## config.mk

```make
export PLATFORM = sky130hd
export DESIGN_NAME = cpu_sequencer
export DESIGN_NICKNAME = d
export VERILOG_FILES = /design/src/rtl/cpu_sequencer.sv
export SDC_FILE = /design/constraint.sdc
export NUM_CORES = 1
export LEC_CHECK = 0
export BUFFER_PORTS_ARGS = -buffer_cell sky130_fd_sc_hd__buf_4
export CORE_MARGIN = 3
export CORE_UTILIZATION = 56
export CTS_CLUSTER_DIAMETER = 80
export CTS_CLUSTER_SIZE = 28
export DETAILED_ROUTE_END_ITERATION = 8
export PLACE_DENSITY_LB_ADDON = 0.3
export SLEW_MARGIN = 20
export SYNTH_ARGS = -nofsm -noshare
export SYNTH_HDL_FRONTEND = slang
export SYNTH_SLANG_ARGS = --single-unit
```

## constraint.sdc

```tcl
create_clock -name clk -period 3.37 [get_ports clk]
set_input_delay 0.674 -clock clk [delete_from_list [all_inputs] [get_ports clk]]
set_output_delay 0.674 -clock clk [all_outputs]
set_load 0.02 [all_outputs]
```

## src/rtl/cpu_sequencer.sv

```systemverilog
// cpu_sequencer: multi-cycle control FSM for the 16-bit CPU datapath.
// Owns pc, ir and the retired-instruction counter, and walks each
// instruction through FETCH/DECODE/EXEC/MEM/WB. Register-file and
// data-memory write enables are gated by the current state.
module cpu_sequencer #(
    parameter logic [15:0] RESET_PC   = 16'h0000,
    parameter logic [15:0] HALT_INSTR = 16'hFFFF
) (
    input  logic        clk,
    input  logic        rst_n,
    input  logic        run,
    input  logic [15:0] instruction,
    input  logic        jump,
    input  logic        branch,
    input  logic        memwrite,
    input  logic        memtoreg,
    input  logic        regwrite,
    input  logic        is_zero,
    input  logic        mem_ready,
    output logic [15:0] pc,
    output logic [15:0] ir,
    output logic        regwrite_en,
    output logic        memwrite_en,
    output logic [2:0]  state,
    output logic        halted,
    output logic [15:0] retired
);

    typedef enum logic [2:0] {
        S_IDLE   = 3'd0,
        S_FETCH  = 3'd1,
        S_DECODE = 3'd2,
        S_EXEC   = 3'd3,
        S_MEM    = 3'd4,
        S_WB     = 3'd5,
        S_HALT   = 3'd6
    } state_e;

    state_e      state_q, state_d;
    logic [15:0] pc_q, pc_d;
    logic [15:0] ir_q, ir_d;
    logic [15:0] retired_q, retired_d;
    logic [15:0] pc_inc;
    logic [15:0] br_off;

    // Retire counter sticks at all-ones instead of wrapping.
    function automatic logic [15:0] sat_inc(input logic [15:0] v);
        return (v == 16'hFFFF) ? v : v + 16'd1;
    endfunction

    assign pc_inc = pc_q + 16'd1;
    assign br_off = {{9{ir_q[6]}}, ir_q[6:0]};

    // State, pc, ir and retired counter registers with async reset.
    always_ff @(posedge clk or negedge rst_n) begin
        if (!rst_n) begin
            state_q   <= S_IDLE;
            pc_q      <= RESET_PC;
            ir_q      <= 16'h0000;
            retired_q <= 16'h0000;
        end else begin
            state_q   <= state_d;
            pc_q      <= pc_d;
            ir_q      <= ir_d;
            retired_q <= retired_d;
        end
    end

    // Next-state logic: each instruction either retires back to FETCH or halts.
    always_comb begin
        state_d   = state_q;
        pc_d      = pc_q;
        ir_d      = ir_q;
        retired_d = retired_q;
        case (state_q)
            S_IDLE: begin
                pc_d = RESET_PC;
                if (run) state_d = S_FETCH;
            end
            S_FETCH: begin
                if (run) begin
                    ir_d    = instruction;
                    state_d = S_DECODE;
                end
            end
            S_DECODE: begin
                state_d = (ir_q == HALT_INSTR) ? S_HALT : S_EXEC;
            end
            S_EXEC: begin
                if (jump) begin
                    pc_d      = {pc_q[15:13], ir_q[12:0]};
                    retired_d = sat_inc(retired_q);
                    state_d   = S_FETCH;
                end else if (branch) begin
                    pc_d      = is_zero ? (pc_inc + br_off) : pc_inc;
                    retired_d = sat_inc(retired_q);
                    state_d   = S_FETCH;
                end else if (memwrite || memtoreg) begin
                    state_d = S_MEM;
                end else begin
                    state_d = S_WB;
                end
            end
            S_MEM: begin
                if (mem_ready) begin
                    if (memtoreg) begin
                        state_d = S_WB;
                    end else begin
                        pc_d      = pc_inc;
                        retired_d = sat_inc(retired_q);
                        state_d   = S_FETCH;
                    end
                end
            end
            S_WB: begin
                pc_d      = pc_inc;
                retired_d = sat_inc(retired_q);
                state_d   = S_FETCH;
            end
            S_HALT: begin
                state_d = S_HALT;
            end
            default: begin
                state_d = S_IDLE;
            end
        endcase
    end

    assign pc          = pc_q;
    assign ir          = ir_q;
    assign retired     = retired_q;
    assign state       = state_q;
    assign halted      = (state_q == S_HALT);
    assign regwrite_en = (state_q == S_WB)  && regwrite;
    assign memwrite_en = (state_q == S_MEM) && memwrite;

endmodule

```

==> impl_results.md, run 1 <==
* Fillers at 510
* First-pass GRT wire length at 16600 um
* CP endpoint kind: flip-flop
* Post-synth top area share at 33.4%
* WL per Instance at 17.8 um
* Ant diodes at 0
* Worst-path fanout max at 6
* Max Buffers Root-to-Sink at 2
* Fraction of layout cells with a size suffix above 1 at 25.1%
* TritonCTS clock tree: done
* Placer Congestion at 0.930
* Part of the power in combinational logic at 60.1%
* Worst Tran Pin Value at 0.799 ns
* First-pass iteration count of the detailed router at 5
* Maximum clock frequency at 322 MHz
* Synthesized area per cell at 9.14 um^2
* Clock sink count at 51
* Leakage at 2.08 nW
* All-Layer GR Usage at 26.7%
* PwrDens at 889 nW/um^2
* PortBufs at 79
* Max Cap Violations at 0
* Min-delay worst type: in2async
* Via count at 3496
* Post-synth design cell area at 3820 um^2
* Yosys warning total at 0
* Family with the most delay on the worst path: simple AND/OR/NAND/NOR gates
* Area growth syn-to-layout at 18.4%
* Synth unique cells at 66
* Maximum VDD drop at 0.000574 V
* Total I/O pin count at 80
* Synth area leader: dfrtp_1
* Min Tclk post-route at 3.11 ns
* Worst Path Required at 3.54 ns
* Clock Skews at 0.0102 ns
* Cts hold-fix bufs at 0
* Final antenna-violating net count at 0
* WL final at 10100 um
* Most common cell in the netlist: dfrtp_1
* #FFs+latches synth at 51
* CP arrival at 3.28 ns
* Starting density of the core at 58.8%
* Largest net degree at the start of global routing at 52
* Vias/cell at 6.15
* Grt total ovfl at 0
* R2R depth at 12
* Setup_tns at 0 ns
* Die area at 7850 um^2
* Clk pwr share at 9.3%
* Final hold slack at 0.387 ns
* DP Wirelength at 7670 um
* Die Height at 88.6 um
* Int Pwr at 0.00205 W
* Relative slew slack at 46.7%
* Post-synthesis cell count at 418
* Period utilisation layout at 92.2%
* Post-synth top cells: dfrtp_1 (51), nand2_1 (48), a21oi_1 (27), xnor2_1 (26), o21ai_0 (25)
* Storage element area at 1280 um^2
* EDFF count, synth at 0
* Reg power frac at 30.6%
* Cells after DPL at 560
* Area contributors post-synth: dfrtp_1 (33%), ha_1 (6.9%), xnor2_1 (6.0%)
* Number of global-route vias before repair at 3339
* Core area at 6490 um^2
* Top FF cell, synth: dfrtp_1
* Fraction of registers with async set/reset at 100%
* Worst-path clk slew at 0.11 ns
* Total Power at 0.00402 W
* Run status: completed
* Total Nets Final at 538
* Crit Path Class: reg2reg
* CTS buffer count at 5
* Post-layout util at 69.7%
* DRC at 0
* Worst skew pair latency at 0.31 ns
* Initial drt markers at 284
* Rows at 29
* Worst path cell trace: ha_1 > and3_1 > nand3_1 > xor2_1 > inv_1 > ha_1 > a21oi_1 > o21ai_1 > or3_1 > a32o_1 > a22oi_1 > o21ai_0
* Slew Viols, Final at 0
* Die X at 88.6 um
* Reg2reg end: pc[7]
* R2r setup slk at 0.26 ns
* Most common cell on crit path: ha_1
* H-tree depth at 2
* Share of the yosys chip area belonging to registers at 33.4%
* Final count of negative-setup-slack endpoints at 0
* CP max stage cell: dfrtp_1
* Crit-path max cell delay at 0.44 ns
* Hold Vio Cnt, Final at 0
* Multi-input logic area at 2390 um^2
* Post-Syn Nets at 466
* CTS root buf: clkbuf_8
* RSZ-0062 raised after global routing: false
* Final Non-Filler Cells at 568
* Sw Share at 49.0%
* CP startpoint kind: flip-flop
* Crit path buffers/inverters at 1
* Net Sw Power at 0.00197 W
* FF-to-FF Start: pc[0]
* Antenna violations before repair at 0
## what timing repair did
| item | CTS | global route |
|---|---|---|
| gates resized for setup | 0 | 1 |
| setup buffers | 0 | 0 |
| setup endpoints to repair | 0 | 1 |
## power by group through the flow
stage          registers (W)  logic, W  clock network [W]
3_5_place_dp         0.00124   0.00239                  0
2_1_floorplan        0.00134   0.00153                  0
4_1_cts              0.00122   0.00240           0.000382
5_1_grt              0.00128   0.00265           0.000401
3_3_place_gp         0.00122   0.00234                  0
6_report             0.00123   0.00242           0.000374
## metrics by stage
step	worst slack, ns	cell area (um^2)
floorplan	0.416	3820
global placement	0.387	4440
detailed placement	0.264	4440
CTS	0.247	4520
global route	0.0532	4520
finish	0.262	4520
## state kept, by name, indices dropped and copies added (netlist names)
name and cells:
ir 16, retired 16, pc 16, state 3
## per-layer routing
metal	part of all wire [%]	global-route usage, %	vias up
li1	-	-	1673
met1	45	37.9	1662
met2	47	42.8	139
met3	5.9	3.91	22
met4	1.8	7.28	0
met5	0	0	-
## worst register-to-register path: stages, from the launching register on
cell and delay [ns]:
dfrtp_1 0.44, ha_1 0.25, and3_1 0.34, nand3_1 0.14, xor2_1 0.24, inv_1 0.10
ha_1 0.33, a21oi_1 0.15, o21ai_1 0.13, or3_1 0.33, a32o_1 0.26, a22oi_1 0.18
o21ai_0 0.09
## area by class of cell
type,instances,share of cell area [%]
clock inverter,2,0.360
multi-input combinational,334,52.8
tap,77,2.13
inverter,16,1.33
timing repair buffer,82,13.6
clock buffer,6,1.60
sequential,51,28.2
## worst max path at each step
stage / from / to / slack, ns / depth (start not counted)
after floorplan: pc[0] / pc[7] / 0.42 / 13
after detailed placement: pc[0] / pc[7] / 0.26 / 12
final: pc[0] / pc[7] / 0.26 / 12
after CTS: pc[0] / pc[7] / 0.25 / 12
after global routing: pc[0] / pc[7] / 0.05 / 12
after global placement: pc[0] / pc[7] / 0.39 / 12
## kinds of logic after synthesis
family,synth area share [%]
AND/OR/NAND/NOR,20.5
AO/OA/AOI/OAI,20.4
flip-flops,33.4
XOR/XNOR,8.91
buffers and inverters,4.13
adder cells (fa/ha/maj),7.40
multiplexers,5.27
## placed cells by master (no fill, tap or decap), types with 3 or more instances in the layout
cell,netlist,routed
buf_4,5,82
dfrtp_1,51,51
nand2_1,48,48
a21oi_1,27,27
xnor2_1,26,26
o21ai_0,25,24
nor2_1,23,23
ha_1,21,21
mux2_2,17,17
inv_1,16,16
nand3_1,12,12
xor2_1,11,11
nand4_1,11,11
and3_1,9,9
nand2b_1,9,9
and4_1,8,8
and2_1,5,5
o211ai_1,5,5
a21o_1,5,5
a22oi_1,5,5
o21a_1,5,5
clkbuf_8,0,5
a31oi_1,3,3
nor2b_1,3,3
o21ai_1,2,3
a211o_1,3,3
o31ai_1,3,3
a222oi_1,3,3
Power figures use the tool's default switching activity.
==> run 2, diff against run 1 <==
Settings changed: CELL_PAD_IN_SITES_DETAIL_PLACEMENT from default to 1, CELL_PAD_IN_SITES_GLOBAL_PLACEMENT from default to 1, CORE_UTILIZATION 56 to 42, PLACE_DENSITY from default to 0.86, PLACE_DENSITY_LB_ADDON 0.3 to default.
==> impl_results.md, run 2 (synthesis gave the netlist of run 1 again) <==
* All-Layer GR Usage at 24.7% (was 26.7%)
* Worst-path clk slew at 0.11 ns (about the same)
* CTS root buf: clkbuf_8 (unchanged)
* Max Cap Violations at 0 (unchanged)
* Commonest cells after routing, fill and taps aside: buf_4 (83), dfrtp_1 (51), nand2_1 (48) (was buf_4 (82), dfrtp_1 (51), nand2_1 (48))
* Dpl cell area at 4480 um^2 (was 4440 um^2)
* Worst-path fanout max at 6 (unchanged)
* WL final at 12400 um (was 10100 um)
* RSZ-0062 raised after global routing: false (unchanged)
* Core area at 8760 um^2 (was 6490 um^2)
* Period utilisation layout at 94.1% (was 92.2%)
* CP startpoint kind: flip-flop (unchanged)
* PwrDens at 922 nW/um^2 (was 889 nW/um^2)
* DP Wirelength at 9440 um (was 7670 um)
* Total Nets Final at 539 (was 538)
* H-tree depth at 2 (unchanged)
* Min Tclk post-route at 3.17 ns (was 3.11 ns)
* Via count at 3638 (was 3496)
* Most common cell after layout, fill and taps aside: buf_4 (unchanged)
* Total Power at 0.00425 W (was 0.00402 W)
* Int Pwr at 0.00216 W (was 0.00205 W)
* Worst path cell trace: ha_1 > and3_2 > nand3_1 > xor2_2 > inv_1 > ha_1 > a21oi_1 > o21ai_1 > o211ai_1 > nand2_1 > xnor2_1 > o311ai_1 (was ha_1 > and3_1 > nand3_1 > xor2_1 > inv_1 > ha_1 > a21oi_1 > o21ai_1 > or3_1 > a32o_1 > a22oi_1 > o21ai_0)
* Worst Tran Pin Value at 0.778 ns (was 0.799 ns)
* CP endpoint kind: flip-flop (unchanged)
* Leakage at 2.11 nW (was 2.08 nW)
* Starting density of the core at 43.6% (was 58.8%)
* Crit Path Class: reg2reg (unchanged)
* Clock sink count at 51 (unchanged)
* Worst skew pair latency at 0.31 ns (about the same)
* CTS buffer count at 5 (unchanged)
* Post-layout util at 52.6% (was 69.7%)
* WL per Instance at 20.6 um (was 17.8 um)
* Final count of negative-setup-slack endpoints at 0 (unchanged)
* Clock Skews at 0.0122 ns (was 0.0102 ns)
* Rows at 34 (was 29)
* Min-delay worst type: in2async (unchanged)
* Max Buffers Root-to-Sink at 2 (unchanged)
* PortBufs at 79 (unchanged)
* CP arrival at 3.39 ns (was 3.28 ns)
* First-pass iteration count of the detailed router at 4 (was 5)
* Setup_tns at 0 ns (unchanged)
* Run status: completed (unchanged)
* Vias/cell at 6.06 (was 6.15)
* Reg power frac at 29.2% (was 30.6%)
* Initial drt markers at 265 (was 284)
* Total I/O pin count at 80 (unchanged)
* Hold Vio Cnt, Final at 0 (unchanged)
* Part of the power in combinational logic at 59.5% (was 60.1%)
* Grt total ovfl at 0 (unchanged)
* DRC at 0 (unchanged)
* First-pass GRT wire length at 20000 um (was 16600 um)
* Crit path buffers/inverters at 1 (unchanged)
* CP max stage cell: dfrtp_1 (unchanged)
* Cell area after layout at 4610 um^2 (was 4520 um^2)
* Clk pwr share at 11.3% (was 9.3%)
* Sw Share at 49.1% (was 49.0%)
* Fraction of layout cells with a size suffix above 1 at 25.8% (was 25.1%)
* Family with the most delay on the worst path: compound AO/OA/AOI/OAI gates (was simple AND/OR/NAND/NOR gates)
* TritonCTS clock tree: done (unchanged)
* Number of setup buffers added after CTS at 0 (unchanged)
* Crit-path max cell delay at 0.46 ns (was 0.44 ns)
* Slew Viols, Final at 0 (unchanged)
* Ant diodes at 0 (unchanged)
* Area growth syn-to-layout at 20.7% (was 18.4%)
* Maximum VDD drop at 0.000391 V (was 0.000574 V)
* Largest net degree at the start of global routing at 52 (unchanged)
* Die area at 10300 um^2 (was 7850 um^2)
* Antenna violations before repair at 0 (unchanged)
* Final antenna-violating net count at 0 (unchanged)
* Number of global-route vias before repair at 3792 (was 3339)
* Most common cell on crit path: ha_1 (unchanged)
* Net Sw Power at 0.00209 W (was 0.00197 W)
* Maximum clock frequency at 315 MHz (was 322 MHz)
* Placer Congestion at 0.878 (was 0.930)
* Relative slew slack at 48.1% (was 46.7%)
* Die X at 101 um (was 88.6 um)
* Die Height at 101 um (was 88.6 um)
* Worst Path Required at 3.59 ns (was 3.54 ns)
==> run 2: final timing paths <==
| check | startpoint | endpoint | slack [ns] | depth (start not counted) |
|---|---|---|---|---|
| setup / recovery | pc[0] | pc[15] | 0.20 | 12 |
| hold / removal | rst_n | pc[8] | 0.40 | 1 |
| setup reg to reg | pc[0] | pc[15] | 0.20 | 12 |
| hold reg to reg | retired[5] | retired[5] | 0.50 | 1 |
| max in group asynchronous | rst_n | ir[5] | 2.51 | 1 |
| min in group clk | retired[5] | retired[5] | 0.50 | 1 |
==> run 2: power groups by stage <==
stage / clock network, W / logic [W] / registers [W]
floorplan: 0 / 0.00153 / 0.00134
global placement: 0 / 0.00240 / 0.00122
detailed placement: 0 / 0.00250 / 0.00125
CTS: 0.000492 / 0.00253 / 0.00123
global route: 0.000513 / 0.00276 / 0.00129
finish: 0.000482 / 0.00253 / 0.00124
==> run 2: timing repair <==
item / in CTS / in global routing
endpoints found under the setup margin: 1 / 3
pin swaps: 0 / 1
hold buffers: 0 / 0
gates resized for setup: 1 / 2
==> run 2: per-stage QoR <==
| step | setup slack, ns | hold WS [ns] | instances |
|---|---|---|---|
| 3_5_place_dp | 0.133 | 0.492 | 592 |
| 2_1_floorplan | 0.416 | 0.378 | 418 |
| 5_1_grt | 0.00914 | 0.442 | 600 |
| 3_3_place_gp | 0.363 | 0.479 | 592 |
| 4_1_cts | 0.0539 | 0.429 | 600 |
| 6_report | 0.199 | 0.403 | 600 |
==> run 2: layer usage <==
| metal | part of all wire, % | routed length, um | track usage (%) |
|---|---|---|---|
| met2 | 49 | 6100 | 42.3 |
| met4 | 2.3 | 287 | 6.85 |
| met1 | 41 | 5130 | 32.0 |
| met5 | 0 | 0 | 0 |
| met3 | 6.9 | 849 | 4.55 |
==> run 2: cell type report <==
class                   count  area [um^2]
well taps                 108          135
fillers                  1043         4150
flip-flops and latches     51         1280
clock inverters             2         38.8
repair buffers             83          623
multi-input cells         334         2400
inverters                  16         60.1
clock buffers               6         82.6
==> run 3, diff against run 2 <==
Settings changed: PLACE_DENSITY 0.86 to 0.81.
==> impl_results.md, run 3 (synthesis gave the netlist of run 1 again) <==
* CTS root buf: clkbuf_8 (unchanged)
* Clk pwr share at 11.3% (about the same)
* Die area at 10300 um^2 (unchanged)
* PwrDens at 920 nW/um^2 (was 922 nW/um^2)
* Rows at 34 (unchanged)
* First-pass GRT wire length at 19600 um (was 20000 um)
* Worst Path Required at 3.57 ns (was 3.59 ns)
* Via count at 3575 (was 3638)
* Setup_tns at 0 ns (unchanged)
* Multi-input logic area at 2390 um^2 (was 2400 um^2)
* DRC at 0 (unchanged)
* Crit Path Class: reg2reg (unchanged)
* Worst path cell trace: ha_1 > and3_1 > buf_4 > nand4_1 > xnor2_1 > ha_1 > and4_4 > nand2_1 > a21o_1 > a311o_1 > a222oi_1 > nand2_1 (was ha_1 > and3_2 > nand3_1 > xor2_2 > inv_1 > ha_1 > a21oi_1 > o21ai_1 > o211ai_1 > nand2_1 > xnor2_1 > o311ai_1)
* Ant diodes at 0 (unchanged)
* RSZ-0062 raised after global routing: false (unchanged)
* Part of the power in combinational logic at 59.4% (was 59.5%)
* Net Sw Power at 0.00208 W (was 0.00209 W)
* Most common cell after layout, fill and taps aside: buf_4 (unchanged)
* Clock sink count at 51 (unchanged)
* R2r setup slk at 0.28 ns (was 0.20 ns)
* FF-to-FF Start: pc[0] (unchanged)
* Fraction of layout cells with a size suffix above 1 at 25.6% (was 25.8%)
* CP startpoint kind: flip-flop (unchanged)
* Maximum VDD drop at 0.000410 V (was 0.000391 V)
* Hold Vio Cnt, Final at 0 (unchanged)
* Die X at 101 um (unchanged)
* Worst Tran Pin Value at 0.787 ns (was 0.778 ns)
* Placer Congestion at 0.899 (was 0.878)
* DP Wirelength at 9280 um (was 9440 um)
* Leakage at 2.11 nW (about the same)
* Vias/cell at 5.95 (was 6.06)
* First-pass iteration count of the detailed router at 4 (unchanged)
* TritonCTS clock tree: done (unchanged)
* Slew Viols, Final at 0 (unchanged)
* R2R depth at 12 (unchanged)
* Largest net degree at the start of global routing at 52 (unchanged)
* Worst skew pair latency at 0.32 ns (was 0.31 ns)
* Core area at 8760 um^2 (unchanged)
* WL final at 12100 um (was 12400 um)
* Min-delay worst type: in2async (unchanged)
* Reg2reg end: pc[14] (was pc[15])
* Total Nets Final at 540 (was 539)
* Reg power frac at 29.3% (was 29.2%)
* Cts hold-fix bufs at 0 (unchanged)
* CTS buffer count at 5 (unchanged)
* CP arrival at 3.29 ns (was 3.39 ns)
* Max Buffers Root-to-Sink at 2 (unchanged)
* Final hold slack at 0.381 ns (was 0.403 ns)
* Max Cap Violations at 0 (unchanged)
* Commonest cells after routing, fill and taps aside: buf_4 (84), dfrtp_1 (51), nand2_1 (48) (was buf_4 (83), dfrtp_1 (51), nand2_1 (48))
* Crit-path max cell delay at 0.47 ns (was 0.46 ns)
* Die Height at 101 um (unchanged)
* Cts repair resizes at 0 (was 1)
* Relative slew slack at 47.5% (was 48.1%)
* Sw Share at 49.1% (about the same)
* Grt total ovfl at 0 (unchanged)
* Antenna violations before repair at 0 (unchanged)
* Int Pwr at 0.00216 W (about the same)
* All-Layer GR Usage at 24.2% (was 24.7%)
* Maximum clock frequency at 323 MHz (was 315 MHz)
* CP max stage cell: dfrtp_1 (unchanged)
* Starting density of the core at 43.6% (unchanged)
* Worst-path clk slew at 0.11 ns (about the same)
* Number of setup buffers added after CTS at 0 (unchanged)
* Storage element area at 1280 um^2 (unchanged)
* Min Tclk post-route at 3.09 ns (was 3.17 ns)
* CP endpoint kind: flip-flop (unchanged)
* Total I/O pin count at 80 (unchanged)
* Final count of negative-setup-slack endpoints at 0 (unchanged)
* Number of global-route vias before repair at 3664 (was 3792)
* Post-layout util at 52.6% (about the same)
* Worst-path fanout max at 6 (unchanged)
* Initial drt markers at 140 (was 265)
* Final antenna-violating net count at 0 (unchanged)
* Period utilisation layout at 91.8% (was 94.1%)
* PortBufs at 79 (unchanged)
* Run status: completed (unchanged)
* H-tree depth at 2 (unchanged)
* Fillers at 1046 (was 1043)
* WL per Instance at 20.2 um (was 20.6 um)
* Clock Skews at 0.0126 ns (was 0.0122 ns)
* Area growth syn-to-layout at 20.7% (about the same)
-- run 3: changes by cell type in the layout (fill, tap and decap cells not counted) --
cell | previous run | this run
and3_1 | 8 | 9
and3_2 | 1 | 0
buf_4 | 83 | 84
xor2_1 | 10 | 11
xor2_2 | 1 | 0
-- run 3: worst max-delay path: cells and delay by family (launching register included) --
family | cells | cell delay (ns)
AND/OR/NAND/NOR | 5 | 0.73
adder cells (fa/ha/maj) | 2 | 0.60
buffers and inverters | 1 | 0.15
AO/OA/AOI/OAI | 3 | 0.82
flip-flops | 1 | 0.47
XOR/XNOR | 1 | 0.20
-- run 3: worst max-delay path by stage --
stage,cells past startpoint,start,slack [ns],endpoint
2_1_floorplan,13,pc[0],0.42,pc[7]
3_3_place_gp,12,pc[0],0.45,pc[7]
3_5_place_dp,13,pc[0],0.30,pc[15]
4_1_cts,13,pc[0],0.26,pc[15]
5_1_grt,13,pc[0],0.01,pc[15]
6_report,12,pc[0],0.28,pc[14]
-- run 3: layer usage --
metal | GRT usage (%) | wire length, um
met5 | 0 | 0
met4 | 6.03 | 131
met3 | 4.61 | 715
met2 | 40.7 | 5950
met1 | 32.1 | 5320
-- run 3: area by class of cell --
| cell class | instances | area share [%] |
|---|---|---|
| multi-input combinational | 334 | 51.8 |
| sequential | 51 | 27.7 |
| clock buffer | 6 | 1.79 |
| clock inverter | 2 | 0.841 |
| tap | 108 | 2.93 |
| timing repair buffer | 84 | 13.7 |
| inverter | 16 | 1.30 |
-- run 3: per-stage QoR --
| step | total power, W | std cells | setup WS [ns] | area (um^2) |
|---|---|---|---|---|
| 2_1_floorplan | 0.00287 | 418 | 0.416 | 3820 |
| 3_3_place_gp | 0.00363 | 593 | 0.450 | 4490 |
| 3_5_place_dp | 0.00374 | 593 | 0.298 | 4490 |
| 4_1_cts | 0.00425 | 601 | 0.260 | 4610 |
| 5_1_grt | 0.00458 | 601 | 0.0113 | 4610 |
| 6_report | 0.00424 | 601 | 0.276 | 4610 |
-- run 3: power groups by stage --
stage | logic [W] | clock network, W | registers [W]
finish | 0.00252 | 0.000479 | 0.00124
floorplan | 0.00153 | 0 | 0.00134
CTS | 0.00252 | 0.000493 | 0.00124
global placement | 0.00240 | 0 | 0.00123
global route | 0.00277 | 0.000523 | 0.00128
detailed placement | 0.00249 | 0 | 0.00125
